--- src/rtl/reaction_stats_timer_if.sv ---
// Pin bundle between the reaction-timer core and the board-level logic.
//   start_btn, stop_btn : raw asynchronous push buttons
//   show_sel            : display source while idle or showing a result
//   led                 : reaction stimulus
//   digit3..digit0      : 4-bit digit codes to the 7-segment muxer, digit3 leftmost
interface reaction_stats_timer_if;
   logic       start_btn;
   logic       stop_btn;
   logic [1:0] show_sel;
   logic       led;
   logic [3:0] digit3;
   logic [3:0] digit2;
   logic [3:0] digit1;
   logic [3:0] digit0;

   modport master (
      output start_btn, stop_btn, show_sel,
      input  led, digit3, digit2, digit1, digit0
   );

   modport slave (
      input  start_btn, stop_btn, show_sel,
      output led, digit3, digit2, digit1, digit0
   );
endinterface

--- src/rtl/reaction_stats_timer.sv ---
// Reaction-time tester core. After a pseudo-random delay the LED lights and the
// core counts milliseconds until stop. False starts and timeouts are flagged and
// the last ROUNDS results are kept for a running average and a best time.
// Ports:
//   clock    : system clock
//   reset_n  : asynchronous active-low reset
//   bus      : slave side of reaction_stats_timer_if (buttons, show_sel, led, digits)
// Digit codes: 0-9, 10 'H', 11 'I', 12 '-', 13 'E', 15 blank.
//
// state  | meaning
// -------+------------------------------------------------------------
// IDLE   | after reset, shows HI until a display source is selected
// WAIT   | random delay running, display ----
// TIMING | LED on, ms counter running and shown live
// RESULT | reaction recorded, display chosen by show_sel
// FOUL   | stop pressed during WAIT, display ----
// TOUT   | no stop within TIMEOUT_MS, display E---
module reaction_stats_timer #(
   parameter int TICK_DIV        = 50000,
   parameter int MIN_DELAY_MS    = 1000,
   parameter int DELAY_SPAN_LOG2 = 11,
   parameter int TIMEOUT_MS      = 9999,
   parameter int ROUNDS_LOG2     = 2
) (
   input logic                   clock,
   input logic                   reset_n,
   reaction_stats_timer_if.slave bus
);

   localparam int ROUNDS = 2 ** ROUNDS_LOG2;
   localparam int PW     = $clog2(TICK_DIV);
   localparam int SW     = 14 + ROUNDS_LOG2;
   localparam int CW     = ROUNDS_LOG2 + 1;

   localparam logic [2:0] S_IDLE   = 3'd0;
   localparam logic [2:0] S_WAIT   = 3'd1;
   localparam logic [2:0] S_TIMING = 3'd2;
   localparam logic [2:0] S_RESULT = 3'd3;
   localparam logic [2:0] S_FOUL   = 3'd4;
   localparam logic [2:0] S_TOUT   = 3'd5;

   localparam logic [1:0] M_DASH = 2'd0;
   localparam logic [1:0] M_NUM  = 2'd1;
   localparam logic [1:0] M_ERR  = 2'd2;

   localparam logic [15:0] DISP_HI   = 16'hABFF;
   localparam logic [15:0] DISP_DASH = 16'hCCCC;
   localparam logic [15:0] DISP_ERR  = 16'hDCCC;

   logic [2:0]    state, state_nx, prev_state;
   logic [2:0]    start_sh, stop_sh;
   logic          start_pulse, stop_pulse;
   logic [15:0]   lfsr;
   logic [PW-1:0] pre;
   logic          ms_tick, clr_pre, state_entry, rec_en;
   logic [15:0]   delay;
   logic [13:0]   ms_cnt;

   logic [13:0]   hist [ROUNDS];
   logic [ROUNDS_LOG2-1:0] wr_ptr;
   logic [CW-1:0] valid_cnt;
   logic [SW-1:0] sum;
   logic [13:0]   best, last, rounds;
   logic          full, has_rec;

   logic [1:0]    sel_q;
   logic          conv_go;
   logic [13:0]   src_val, bin;
   logic [1:0]    src_mode, mode_q;
   logic [15:0]   bcd, bcd_adj, digits_q;
   logic [3:0]    step;
   logic          busy;

   // Buttons: two synchroniser flops, a history flop for edge detection and a
   // registered pulse, so a pin edge shows up as a pulse three cycles later.
   always_ff @(posedge clock or negedge reset_n) begin
      if (!reset_n) begin
         start_sh    <= '0;
         stop_sh     <= '0;
         start_pulse <= 1'b0;
         stop_pulse  <= 1'b0;
      end else begin
         start_sh    <= {start_sh[1:0], bus.start_btn};
         stop_sh     <= {stop_sh[1:0], bus.stop_btn};
         start_pulse <= start_sh[1] & ~start_sh[2];
         stop_pulse  <= stop_sh[1] & ~stop_sh[2];
      end
   end

   // Galois LFSR, taps 16,14,13,11, free running.
   always_ff @(posedge clock or negedge reset_n) begin
      if (!reset_n) lfsr <= 16'hACE1;
      else          lfsr <= {1'b0, lfsr[15:1]} ^ (lfsr[0] ? 16'hB400 : 16'h0000);
   end

   always_comb begin
      state_nx = state;
      case (state)
         S_IDLE, S_RESULT, S_FOUL, S_TOUT:
            if (start_pulse) state_nx = S_WAIT;
         S_WAIT:
            if (stop_pulse)        state_nx = S_FOUL;
            else if (delay == '0)  state_nx = S_TIMING;
         S_TIMING:
            // stop takes priority, so a stop on the timeout cycle records TIMEOUT_MS
            if (stop_pulse)                        state_nx = S_RESULT;
            else if (ms_cnt == 14'(TIMEOUT_MS))    state_nx = S_TOUT;
         default: state_nx = S_IDLE;
      endcase
   end

   assign clr_pre     = (state_nx != state) && (state_nx == S_WAIT || state_nx == S_TIMING);
   assign ms_tick     = (pre == PW'(TICK_DIV - 1));
   assign state_entry = (state != prev_state);
   assign rec_en      = state_entry && (state == S_RESULT);
   assign full        = (valid_cnt == CW'(ROUNDS));
   assign has_rec     = (valid_cnt != '0);

   always_ff @(posedge clock or negedge reset_n) begin
      if (!reset_n) begin
         state      <= S_IDLE;
         prev_state <= S_IDLE;
         pre        <= '0;
         delay      <= '0;
         ms_cnt     <= '0;
      end else begin
         state      <= state_nx;
         prev_state <= state;

         if (clr_pre || ms_tick) pre <= '0;
         else                    pre <= pre + 1'b1;

         if (state != S_WAIT && state_nx == S_WAIT)
            delay <= 16'(MIN_DELAY_MS) + 16'(lfsr[DELAY_SPAN_LOG2-1:0]);
         else if (state == S_WAIT && ms_tick && delay != '0)
            delay <= delay - 1'b1;

         if (state != S_TIMING && state_nx == S_TIMING)
            ms_cnt <= '0;
         else if (state == S_TIMING && state_nx == S_TIMING && ms_tick)
            ms_cnt <= ms_cnt + 1'b1;
      end
   end

   // Statistics are written on the first RESULT cycle; ms_cnt is frozen there.
   always_ff @(posedge clock or negedge reset_n) begin
      if (!reset_n) begin
         for (int i = 0; i < ROUNDS; i++) hist[i] <= '0;
         wr_ptr    <= '0;
         valid_cnt <= '0;
         sum       <= '0;
         best      <= 14'd9999;
         last      <= '0;
         rounds    <= '0;
      end else if (rec_en) begin
         hist[wr_ptr] <= ms_cnt;
         wr_ptr       <= wr_ptr + 1'b1;
         sum          <= sum + SW'(ms_cnt) - (full ? SW'(hist[wr_ptr]) : SW'(0));
         if (!full)        valid_cnt <= valid_cnt + 1'b1;
         if (ms_cnt < best) best     <= ms_cnt;
         last         <= ms_cnt;
         rounds       <= (rounds == 14'd9999) ? 14'd0 : rounds + 1'b1;
      end
   end

   always_comb begin
      src_val  = '0;
      src_mode = M_DASH;
      case (state)
         S_TIMING: begin
            src_val  = ms_cnt;
            src_mode = M_NUM;
         end
         S_TOUT: src_mode = M_ERR;
         S_IDLE, S_RESULT:
            case (bus.show_sel)
               2'd0: if (has_rec) begin src_val = last; src_mode = M_NUM; end
               2'd1: if (full) begin src_val = sum[SW-1:ROUNDS_LOG2]; src_mode = M_NUM; end
               2'd2: if (has_rec) begin src_val = best; src_mode = M_NUM; end
               default: begin src_val = rounds; src_mode = M_NUM; end
            endcase
         default: src_mode = M_DASH;
      endcase
   end

   always_comb begin
      bcd_adj = bcd;
      for (int i = 0; i < 4; i++)
         if (bcd[i*4 +: 4] >= 4'd5) bcd_adj[i*4 +: 4] = bcd[i*4 +: 4] + 4'd3;
   end

   // Conversion requests are delayed one cycle so that a conversion started on
   // RESULT entry samples the statistics after they have been written.
   always_ff @(posedge clock or negedge reset_n) begin
      if (!reset_n) begin
         sel_q    <= 2'd0;
         conv_go  <= 1'b0;
         bin      <= '0;
         bcd      <= '0;
         step     <= '0;
         busy     <= 1'b0;
         mode_q   <= M_DASH;
         digits_q <= DISP_HI;
      end else begin
         sel_q   <= bus.show_sel;
         conv_go <= state_entry || (state == S_TIMING && ms_tick) || (bus.show_sel != sel_q);
         if (conv_go) begin
            bin    <= src_val;
            bcd    <= '0;
            step   <= 4'd14;
            busy   <= 1'b1;
            mode_q <= src_mode;
         end else if (busy) begin
            if (step != '0) begin
               bcd  <= {bcd_adj[14:0], bin[13]};
               bin  <= {bin[12:0], 1'b0};
               step <= step - 1'b1;
            end else begin
               busy <= 1'b0;
               case (mode_q)
                  M_NUM:   digits_q <= bcd;
                  M_ERR:   digits_q <= DISP_ERR;
                  default: digits_q <= DISP_DASH;
               endcase
            end
         end
      end
   end

   assign bus.led    = (state == S_TIMING);
   assign bus.digit3 = digits_q[15:12];
   assign bus.digit2 = digits_q[11:8];
   assign bus.digit1 = digits_q[7:4];
   assign bus.digit0 = digits_q[3:0];

endmodule
--- src/flat_wrapper.sv ---
// flat-port wrapper written by rule: the top's interface ports become plain ports
module reaction_stats_timer_flat 
#(
   parameter int TICK_DIV        = 50000,
   parameter int MIN_DELAY_MS    = 1000,
   parameter int DELAY_SPAN_LOG2 = 11,
   parameter int TIMEOUT_MS      = 9999,
   parameter int ROUNDS_LOG2     = 2
)
  (clock, reset_n, bus_start_btn, bus_stop_btn, bus_show_sel, bus_led, bus_digit3, bus_digit2, bus_digit1, bus_digit0);
  reaction_stats_timer_if bus_i ();
  input logic clock;
  input logic reset_n;
  input wire logic [$bits(bus_i.start_btn)-1:0] bus_start_btn;
  input wire logic [$bits(bus_i.stop_btn)-1:0] bus_stop_btn;
  input wire logic [$bits(bus_i.show_sel)-1:0] bus_show_sel;
  output wire logic [$bits(bus_i.led)-1:0] bus_led;
  output wire logic [$bits(bus_i.digit3)-1:0] bus_digit3;
  output wire logic [$bits(bus_i.digit2)-1:0] bus_digit2;
  output wire logic [$bits(bus_i.digit1)-1:0] bus_digit1;
  output wire logic [$bits(bus_i.digit0)-1:0] bus_digit0;
  assign bus_i.start_btn = bus_start_btn;
  assign bus_i.stop_btn = bus_stop_btn;
  assign bus_i.show_sel = bus_show_sel;
  assign bus_led = bus_i.led;
  assign bus_digit3 = bus_i.digit3;
  assign bus_digit2 = bus_i.digit2;
  assign bus_digit1 = bus_i.digit1;
  assign bus_digit0 = bus_i.digit0;
  reaction_stats_timer #(.TICK_DIV(TICK_DIV), .MIN_DELAY_MS(MIN_DELAY_MS), .DELAY_SPAN_LOG2(DELAY_SPAN_LOG2), .TIMEOUT_MS(TIMEOUT_MS), .ROUNDS_LOG2(ROUNDS_LOG2)) u_core (.clock(clock), .reset_n(reset_n), .bus(bus_i));
endmodule
--- config.mk ---
export PLATFORM = sky130hd
export DESIGN_NAME = reaction_stats_timer_flat
export DESIGN_NICKNAME = d
export VERILOG_FILES = /design/src/rtl/reaction_stats_timer_if.sv /design/src/rtl/reaction_stats_timer.sv /design/src/flat_wrapper.sv
export SDC_FILE = /design/constraint.sdc
export NUM_CORES = 1
export LEC_CHECK = 0
export CAP_MARGIN = 20
export CORE_UTILIZATION = 50
export DETAILED_ROUTE_END_ITERATION = 10
export GPL_TIMING_DRIVEN = 0
export PLACE_DENSITY = 0.73
export SLEW_MARGIN = 10
export SYNTH_ARGS = -nofsm -noshare
export SYNTH_HDL_FRONTEND = slang
export SYNTH_SLANG_ARGS = --single-unit
--- constraint.sdc ---
create_clock -name clock -period 5.1 [get_ports clock]
set_input_delay 1.275 -clock clock [delete_from_list [all_inputs] [get_ports clock]]
set_output_delay 1.275 -clock clock [all_outputs]
set_load 0.01 [all_outputs]
==> impl_metrics.ini <==
[sta]
timing.slew.headroom_pct = 30.7
finalHoldViolCount = 0
finalCritPeriodShare_pct = 90.8
skew_ps = 11.7
finalMaxSlewViolations = 0
rsz0062_at_grt = no
period_minus_slack_ps = 4630
fmax_mhz = 216
setup_viol = 0
worst_pin_slew_ps = 1040

[synthesis]
synth_top_area_share_pct = 42.4
ys_types = 62
synth_edf_count = 0
async_flop_share_pct = 100
yosysTopAreaCell = dfrtp_1
ys_warn_count = 0
synthSimpleGateAreaFrac_pct = 15.2
synth_seq_area_share_pct = 48.2
synthesis.nets = 1397
synthMuxAreaShare_pct = 6.29
synth.area.top_cells = dfrtp_1, dfstp_2, o21ai_0
synth_compound_area_share_pct = 13.2
synth-xor-area-share_pct = 5.48
netlist_area_sq_um = 13100
synthAdderAreaFrac_pct = 7.10
syn_inst = 1325
ys_ff_latch = 251
synth_top_family_by_area = simple AND/OR/NAND/NOR gates
synth_flop_cell = dfrtp_1
avgSynthCellArea_sq_um = 9.89

[outcome]
status = finished, final reports clean

[power_and_ir_drop]
vdd_drop_max_uv = 249
p_per_area_nw_per_um2 = 312
p_leak_uw = 0.00633

[route]
drt.antenna.violating_nets = 0
drc_errors = 0
wl_um = 30200
drt-initial-drc-count = 697
via_count = 9825
avgRoutedWirePerCell_um = 17.4
via_per_inst = 5.68
first_pass_iters = 5

[global_routing]
grt_overflow = 0
grt_max_degree = 112
grt_pass1_vias = 9758
grtUsageTotal_pct = 23.5
grt_pass1_wl_um = 50200
antenna_found_initial = 0

[critical_path]
path_depth = 14
cpPeakStageDelay_ps = 540
reg2reg_depth = 14
cp_max_fo = 10
crit_arrival_ps = 5030
critical_path.top_delay_family = adder cells
cp.required_ps = 5500
crit_type = register to register
worstSetupStartpointType = register
cp_cell_sequence = clkbuf_1 -> clkbuf_2 -> mux4_2 -> nor2b_1 -> fa_1 -> inv_1 -> fa_1 -> a21o_1 -> a21oi_1 -> nor4_1 -> nor4b_1 -> o31ai_1 -> xnor2_1 -> o21ai_0
cp-end-kind = register
cp_slowest_cell = mux4_2
crit_top_cell = fa_1
path_buf_inv = 3

[clocking]
tritoncts = yes
clockRootBuffer = clkbuf_16
cts_hold_buf = 0
clock_path_buffers = 3
cts.htree.levels = 1
cts.sinks = 251
numCtsBuffers = 27
insertion_delay_ps = 540
path_clk_slew_ps = 60

[placement]
place.gp.congestion = 0.926
post_dp_cell_area_sq_um = 13800
dp_hpwl_um = 21200
dp.cells = 1679
io_buffers = 22

[floorplan]
rows = 58
start_util_pct = 51.4
die_x_um = 164
die_area_sq_um = 26900
core_area_sq_um = 25500
die_h_um = 164
num_io_pins = 23

[layout]
final_cells = 1729
syn_to_final_growth_pct = 11.7
drive_gt1_share_pct = 7.65
design_area_sq_um = 14600
layout_common_cells = dfrtp_1, nand2_1, o21ai_0
fin_nets = 1450
num-fill-cells = 2134
antenna-diode-count = 0
final_common_cell = dfrtp_1

[min_path]
holdPathStages = 0
hold_class = register to register

[job]
drv_cap = 0
==> kinds of logic (layout without fill, tap and decap cells) <==
| group | after synthesis | in the layout |
|---|---|---|
| flops | 251 | 251 |
| compound gates | 287 | 287 |
| simple gates | 422 | 422 |
| xor+xnor | 82 | 82 |
| fa+ha+maj | 66 | 66 |
| mux | 64 | 64 |
| buf+inv | 153 | 227 |
==> synth_stat cells, types with 30 or more instances <==
| library cell | number |
|---|---|
| o21ai_0 | 149 |
| xnor2_1 | 52 |
| inv_1 | 81 |
| nor2_1 | 77 |
| dfrtp_1 | 222 |
| clkbuf_1 | 48 |
| ha_1 | 52 |
| xor2_1 | 30 |
| nand2_1 | 192 |
| mux2i_1 | 43 |
| nand3_1 | 36 |
| a21oi_1 | 49 |
==> where the power goes <==
group          total (uW)  internal (uW)  switching [uW]
Combinational         531            193             338
Clock                1870           1090             775
Sequential           2170           2080            84.4
==> worst reg2reg max path, stage by stage (launching register included) <==
cell and delay, ps:
dfrtp_1 400, clkbuf_1 430, clkbuf_2 450, mux4_2 540, nor2b_1 150, fa_1 490, inv_1 70, fa_1 470
a21o_1 190, a21oi_1 280, nor4_1 120, nor4b_1 460, o31ai_1 170, xnor2_1 190, o21ai_0 100
==> area by class of cell <==
type	instances	area, sq um	area share, %
multi-input cells	921	6200	42.4
clock buffers	46	787	5.38
well taps	330	413	2.82
inverters	93	349	2.39
plain buffers	60	241	1.65
flip-flops and latches	251	6320	43.2
clock inverters	4	48.8	0.333
repair buffers	24	280	1.92
==> final timing paths <==
path,startpoint,to,slack (ps)
max,u_core.wr_ptr[0],u_core.sum[14],470
min,u_core.start_sh[0],u_core.start_sh[1],350
max reg2reg,u_core.wr_ptr[0],u_core.sum[14],470
min reg2reg,u_core.start_sh[0],u_core.start_sh[1],350
max in group asynchronous,reset_n,u_core.bin[10],3460
min in group asynchronous,reset_n,u_core.sum[5],690
==> metrics by stage <==
step | power, uW | setup TNS (ps) | setup slack [ps] | hold WS (ps) | util [%]
3_5_place_dp | 2730 | 0 | 173 | 338 | 54.2
6_report | 4570 | 0 | 470 | 351 | 57.5
4_1_cts | 4600 | 0 | 140 | 352 | 57.5
2_1_floorplan | 2560 | 0 | 897 | 331 | -
3_3_place_gp | 2700 | -1888040 | -7920 | 335 | 53.9
5_1_grt | 4770 | 0 | 89.0 | 362 | 57.5
==> per-layer routing <==
| layer | global-route usage, % | share of wire, % | vias up |
|---|---|---|---|
| li1 | - | - | 4650 |
| met1 | 33.3 | 46 | 4879 |
| met2 | 37.2 | 46 | 242 |
| met3 | 3.43 | 5.4 | 54 |
| met4 | 7.53 | 2.8 | 0 |
| met5 | 0 | 0 | - |
==> state kept, by name, summed over array words and instances, names as in the netlist, 3 cells and up <==
name and cells:
u_core.lfsr 16, u_core.state 3, u_core.bcd 16, u_core.prev_state 3
u_core.sum 16, u_core.digits_q 16, u_core.step 4, u_core.ms_cnt 14
u_core.hist 56, u_core.delay 16, u_core.pre 16, u_core.start_sh 3
u_core.valid_cnt 3, u_core.best 14, u_core.rounds 14, u_core.stop_sh 3
u_core.bin 14, u_core.last 14
==> timing repair <==
action | in CTS | in global routing
buffers inserted | 0 | 0
setup endpoints to repair | 0 | 2
resized for setup | 0 | 2
Note: power is estimated with default switching activity, not from simulation.
